**config.mk**
```make
export PLATFORM = sky130hd
export DESIGN_NAME = load_store_unit
export DESIGN_NICKNAME = d
export VERILOG_FILES = /design/src/rtl/types_pkg.sv /design/src/rtl/load_extend.sv /design/src/rtl/load_store_unit.sv
export SDC_FILE = /design/constraint.sdc
export NUM_CORES = 1
export LEC_CHECK = 0
export CAP_MARGIN = 20
export CORE_MARGIN = 8
export CORE_UTILIZATION = 41
export DETAILED_ROUTE_END_ITERATION = 10
export PLACE_DENSITY_LB_ADDON = 0.05
export SYNTH_ARGS = -nofsm -noshare
export SYNTH_HDL_FRONTEND = slang
export SYNTH_HIERARCHICAL = 1
export SYNTH_SLANG_ARGS = --single-unit
```
**constraint.sdc**
```tcl
create_clock -name clk -period 6 [get_ports clk]
set_input_delay 1.8 -clock clk [delete_from_list [all_inputs] [get_ports clk]]
set_output_delay 1.8 -clock clk [all_outputs]
set_load 0.005 [all_outputs]
```
**src/rtl/types_pkg.sv**
```systemverilog
// types_pkg: shared bus width, access-size and LSU state types.
package types_pkg;
  localparam int DATA_BUS = 32;
  typedef enum logic [1:0] {BYTE = 2'b00, HALF = 2'b01, WORD = 2'b10} mem_size_e;
  typedef enum logic [1:0] {IDLE, REQ, DONE} lsu_state_e;
endpackage

```
**src/rtl/load_extend.sv**
```systemverilog
// load_extend: selects the addressed byte/half of a read word and sign- or zero-extends it.
module load_extend
  import types_pkg::*;
(
  input  logic [DATA_BUS-1:0] data_i,
  input  logic [1:0]          lane_i,
  input  logic [1:0]          size_i,
  input  logic                unsigned_i,
  output logic [DATA_BUS-1:0] data_o
);
  logic [7:0]  b;
  logic [15:0] h;
  assign b = data_i[{lane_i, 3'b000} +: 8];
  assign h = lane_i[1] ? data_i[31:16] : data_i[15:0];
  assign data_o = (size_i == BYTE) ? {{(DATA_BUS-8){b[7] & ~unsigned_i}}, b} :
                  (size_i == HALF) ? {{(DATA_BUS-16){h[15] & ~unsigned_i}}, h} : data_i;
endmodule

```
**src/rtl/load_store_unit.sv**
```systemverilog
// load_store_unit: M-stage data memory port with alignment check, lane steering and ack timeout.
module load_store_unit
  import types_pkg::*;
#(
  parameter int TIMEOUT_CYCLES = 255
) (
  input  logic                clk,
  input  logic                rst_n,
  input  logic                MemReqM_i,
  input  logic                MemWriteM_i,
  input  logic [1:0]          MemSizeM_i,
  input  logic                MemUnsignedM_i,
  input  logic [DATA_BUS-1:0] ALU_outM_i,
  input  logic [DATA_BUS-1:0] WriteDataM_i,
  output logic [DATA_BUS-1:0] ReadDataM_o,
  output logic                StallM_o,
  output logic                MisalignedM_o,
  output logic                BusErrorM_o,
  output logic                dmem_req_o,
  output logic                dmem_we_o,
  output logic [DATA_BUS-1:0] dmem_addr_o,
  output logic [DATA_BUS-1:0] dmem_wdata_o,
  output logic [3:0]          dmem_be_o,
  input  logic                dmem_ack_i,
  input  logic [DATA_BUS-1:0] dmem_rdata_i
);
  lsu_state_e          state_q, state_d;
  logic                req_q, req_d, we_q, we_d, berr_q, berr_d, uns_q, uns_d;
  logic [DATA_BUS-1:0] addr_q, addr_d, wdata_q, wdata_d, rdata_q, rdata_d, ext_data;
  logic [3:0]          be_q, be_d;
  logic [1:0]          size_q, size_d, lane_q, lane_d;
  logic [7:0]          cnt_q, cnt_d;
  logic                misaligned, start, timeout;

  assign misaligned = (MemSizeM_i == HALF && ALU_outM_i[0]) ||
                      (MemSizeM_i == WORD && ALU_outM_i[1:0] != 2'b00) || MemSizeM_i == 2'b11;
  assign start      = state_q == IDLE && MemReqM_i && !misaligned;
  assign timeout    = cnt_q == 8'(TIMEOUT_CYCLES - 1);

  load_extend u_ext (
    .data_i(dmem_rdata_i), .lane_i(lane_q), .size_i(size_q), .unsigned_i(uns_q), .data_o(ext_data)
  );

  always_comb begin
    state_d = state_q;
    req_d   = req_q;
    we_d    = we_q;
    addr_d  = addr_q;
    wdata_d = wdata_q;
    be_d    = be_q;
    size_d  = size_q;
    lane_d  = lane_q;
    uns_d   = uns_q;
    cnt_d   = cnt_q;
    rdata_d = rdata_q;
    berr_d  = 1'b0;
    case (state_q)
      IDLE: if (start) begin
        state_d = REQ;
        req_d   = 1'b1;
        we_d    = MemWriteM_i;
        addr_d  = {ALU_outM_i[DATA_BUS-1:2], 2'b00};
        lane_d  = ALU_outM_i[1:0];
        size_d  = MemSizeM_i;
        uns_d   = MemUnsignedM_i;
        cnt_d   = '0;
        be_d    = (MemSizeM_i == BYTE) ? 4'b0001 << ALU_outM_i[1:0] :
                  (MemSizeM_i == HALF) ? (ALU_outM_i[1] ? 4'b1100 : 4'b0011) : 4'b1111;
        wdata_d = (MemSizeM_i == BYTE) ? {4{WriteDataM_i[7:0]}} :
                  (MemSizeM_i == HALF) ? {2{WriteDataM_i[15:0]}} : WriteDataM_i;
      end
      // ack has priority over a timeout landing in the same cycle
      REQ: if (dmem_ack_i || timeout) begin
        state_d = DONE;
        req_d   = 1'b0;
        we_d    = 1'b0;
        rdata_d = (dmem_ack_i && !we_q) ? ext_data : '0;
        berr_d  = !dmem_ack_i;
      end else begin
        cnt_d = cnt_q + 8'd1;
      end
      default: state_d = IDLE;
    endcase
  end

  always_ff @(posedge clk or negedge rst_n) begin
    if (!rst_n) begin
      state_q <= IDLE;
      req_q   <= 1'b0;
      we_q    <= 1'b0;
      addr_q  <= '0;
      wdata_q <= '0;
      be_q    <= '0;
      size_q  <= '0;
      lane_q  <= '0;
      uns_q   <= 1'b0;
      cnt_q   <= '0;
      rdata_q <= '0;
      berr_q  <= 1'b0;
    end else begin
      state_q <= state_d;
      req_q   <= req_d;
      we_q    <= we_d;
      addr_q  <= addr_d;
      wdata_q <= wdata_d;
      be_q    <= be_d;
      size_q  <= size_d;
      lane_q  <= lane_d;
      uns_q   <= uns_d;
      cnt_q   <= cnt_d;
      rdata_q <= rdata_d;
      berr_q  <= berr_d;
    end
  end

  assign ReadDataM_o   = rdata_q;
  assign BusErrorM_o   = berr_q;
  assign MisalignedM_o = state_q == IDLE && MemReqM_i && misaligned;
  assign StallM_o      = start || state_q == REQ;
  assign dmem_req_o    = req_q;
  assign dmem_we_o     = we_q;
  assign dmem_addr_o   = addr_q;
  assign dmem_wdata_o  = wdata_q;
  assign dmem_be_o     = be_q;
endmodule

```
==> key figures <==
Job
  – Max Cap Viol: 0

Power
  – Pwr per Cell Area: about 420 mW/mm²
  – Sw Ratio: 0.2871
  – Sequential power share: 0.330
  – Clock power share: 0.322
  – P_leak: 0.003815 µW
  – Logic pwr share: 0.348
  – Final Power: ~3800 µW
  – Psw: about 1100 µW
  – Peak VDD IR: about 270 µV
  – Internal cell power: 2675 µW

Worst setup path
  – Worst endpoint data arrival time: ~3.8 ns
  – Startpoint class of the critical path: primary input
  – Reg2Reg Launch Point: lane_q[1]$_DFFE_PN0P_
  – Crit path capture type: primary output
  – Bufs and invs on worst path: 2
  – CP required: between 4 and 5 ns
  – Critical path type: primary input to primary output
  – Flop2flop setup slack: 3.36 ns
  – Worst r2r dst: ReadDataM_o[31]$_DFFE_PN0P_
  – Most frequent CP cell: clkdlybuf4s50_1
  – Peak per-stage delay on the critical path: 0.51 ns
  – Worst R2R Path Depth: 5
  – Crit-path cells: clkdlybuf4s50_1 > or3b_4 > a2111o_2 > nand2_1 > clkdlybuf4s50_1
  – Crit-path max FO: 6
  – Slowest stage cell, crit path: clkdlybuf4s50_1
  – Top delay family on crit path: buffers and inverters

Clock tree
  – Number of hold buffers added after cts: 0
  – Setup bufs post-CTS: 0
  – Skew-Pair Late Insertion Delay: about 0.42 ns
  – H-tree Lvls: 4
  – CTS Buf Count: 17
  – Clock transition at the registers of the reported paths: 0.06 ns
  – Root cell of the clock tree: clkbuf_16
  – Post-cts sizing count: 0
  – Clock sink count: around 120
  – CTS tree: yes
  – Max Buffers Root-to-Sink: 2

Final layout
  – Area delta synth->final: 45.62%
  – Nets: 887
  – Fraction of layout cells with a size suffix above 1: 0.1335
  – Multi-input logic area: between 0.002 and 0.003 mm²
  – Total area of sequential cells: 0.002903 mm²
  – ANT cells: 0
  – Filler Cells Inserted: between 1k and 1.5k

Synthesis
  – Unique cell type count in the Yosys netlist: 53
  – Sequential fraction of the synthesis area: 0.4700
  – Mapped Cells: approximately 600
  – #FFs+latches synth: ~120
  – Number of synthesized flops with an enable pin: 0
  – Syn avg cell area: 10.33 µm²
  – Syn. warnings: 6
  – Synth Flop Type: dfrtp_1
  – Mapped Area: slightly above 0.006 mm²
  – Ys async rst share: 1.000

STA
  – Least-Margin Pin Slew: about 1.0 ns
  – # setup viols final: 0
  – Slew Limit Fails: 0
  – Rel. slew slack: 0.3120
  – Post-route setup TNS: 0 ns
  – RSZ-0062 raised after global routing: no
  – Period minus WS final: about 5.5 ns
  – Tcrit/Tclk final: 0.9249
  – Final hold viol count: 0
  – FMAX: around 180 MHz
  – Worst Clk Skew: ~0.009 ns
  – Final WS setup: 0.4507 ns

Placement
  – Port bufs: between 200 and 250
  – Gpl congestion: about 0.80
  – HPWL after DPL: approximately 13,000 µm
  – Pre-CTS setup slack: 0.4572 ns

Drt
  – Wirelength, routed: between 15,000 and 20,000 µm
  – Vias per inst: 5.328
  – Vias: between 5k and 6k
  – Drt drc: 0
  – DRT iter0 DRCs: approximately 290
  – Final antenna-violating net count: 0
  – Drt pass-1 iters: 5
  – Wire per inst: between 15 and 20 µm

Floorplan
  – Standard-cell rows: 45
  – Die height: around 140 µm
  – Die ar.: about 0.019 mm²
  – Die X: 138.7 µm
  – Core area: around 0.015 mm²
  – Starting Density: 0.4124
  – Ports: 209

Worst hold path
  – Path type of the worst min-delay path: flop to flop
  – Hold Path Cell Cnt: 2
  – Worst Hold End: dmem_wdata_o[14]$_DFFE_PN0P_
  – Hold Crit Start: dmem_wdata_o[14]$_DFFE_PN0P_

Global routing
  – Global-route wire length before repair: approximately 30,000 µm
  – Total grt overflow: 0
  – Vias in the first global route: 5,481
  – Initial antenna violation count: 0
  – GRT Util Overall: 0.1938
  – Largest net degree at the start of global routing: 97

Run status
  – Status: complete, no violations
## final cells by class
cell class | instances | share of cell area
inverter | 38 | 0.01586
timing repair buffer | 216 | 0.2396
clock buffer | 20 | 0.04967
tap | 188 | 0.02615
sequential | 116 | 0.3228
clock inverter | 12 | 0.02769
multi-input combinational | 392 | 0.3183
## logic make-up after synthesis
kind of cell,share of synthesized area
and+or+nand+nor,0.1641
AOI/OAI and AO/OA,0.1353
xor gates and xnor gates,0.001418
buffers and inverters,0.06766
other,0.0006072
muxes,0.1568
DFF,0.4700
adders and majority gates,0.004051
## metrics by stage
step	hold slack (ns)	cell area, µm²	std cells	utilization
after floorplan	0.4733	6180	599	-
after global placement	0.4603	8270	949	0.5522
after detailed placement	0.4713	8298	950	0.5541
after CTS	0.4833	8994	982	0.6005
after global routing	0.5060	8994	982	0.6005
final	0.4795	8994	982	0.6005
## synth_stat cells, drive strengths merged, types with 9 or more instances
library cell  instances  area (µm²)
dfrtp               116        2903
o21ai                90       495.5
nand2                48       180.2
mux2                 44       521.8
inv                  38       142.6
clkbuf               35       132.6
nand4b               32       280.3
nor2b                32       200.2
mux2i                24       240.2
nor2                 22       82.58
buf                  18       142.6
nand3                15       87.59
a21oi                13       65.06
o22ai                 9       56.30
## worst max path at each step
stage          cells after the start       end      start
2_1_floorplan                      6  StallM_o  MemReqM_i
3_5_place_dp                       5  StallM_o  MemReqM_i
6_report                           5  StallM_o  MemReqM_i
4_1_cts                            5  StallM_o  MemReqM_i
5_1_grt                            5  StallM_o  MemReqM_i
3_3_place_gp                       5  StallM_o  MemReqM_i
## cell usage in the layout (no fill, tap or decap), types with 8 or more instances in the layout
cell type        instances
mux2_2                  37
nand2_1                 48
dfrtp_1                116
nor2_1                  22
mux2i_1                 24
inv_1                   38
o21ai_0                 78
and3b_1                  8
o21ai_2                 12
nand4b_1                32
buf_4                   10
a21oi_1                 13
o22ai_1                  9
clkbuf_16               17
nor2b_1                 31
nand3_1                 14
clkdlybuf4s50_1        205
## state kept, by name, indices dropped and copies added (netlist names)
register / cells
dmem_we_o: 1
BusErrorM_o: 1
dmem_wdata_o: 32
dmem_be_o: 4
state_q: 2
uns_q: 1
dmem_addr_o: 30
ReadDataM_o: 32
cnt_q: 8
dmem_req_o: 1
size_q: 2
lane_q: 2
## per-layer routing
metal,global-route usage,part of all wire,vias to the layer above
met3,0.09122,0.10,28
met5,0,0,-
met1,0.2200,0.40,2541
met4,0.07048,0.020,0
met2,0.3136,0.48,185
li1,-,-,2478
## worst register-to-register path, delay by kind of cell (launching register included)
family / cells / cell delay [ns]
AOI/OAI and AO/OA: 3 / 0.85
DFF: 1 / 1.02
muxes: 1 / 0.45
and+or+nand+nor: 1 / 0.19
## power by group through the flow
stage / combinational, µW / clock [µW] / sequential, µW
after floorplan: 606 / 0 / 1220
after global placement: 1300 / 0 / 1240
after detailed placement: 1320 / 0 / 1250
after CTS: 1330 / 1230 / 1240
after global routing: 1430 / 1270 / 1280
final: 1310 / 1210 / 1240
Power figures use the tool's default switching activity.
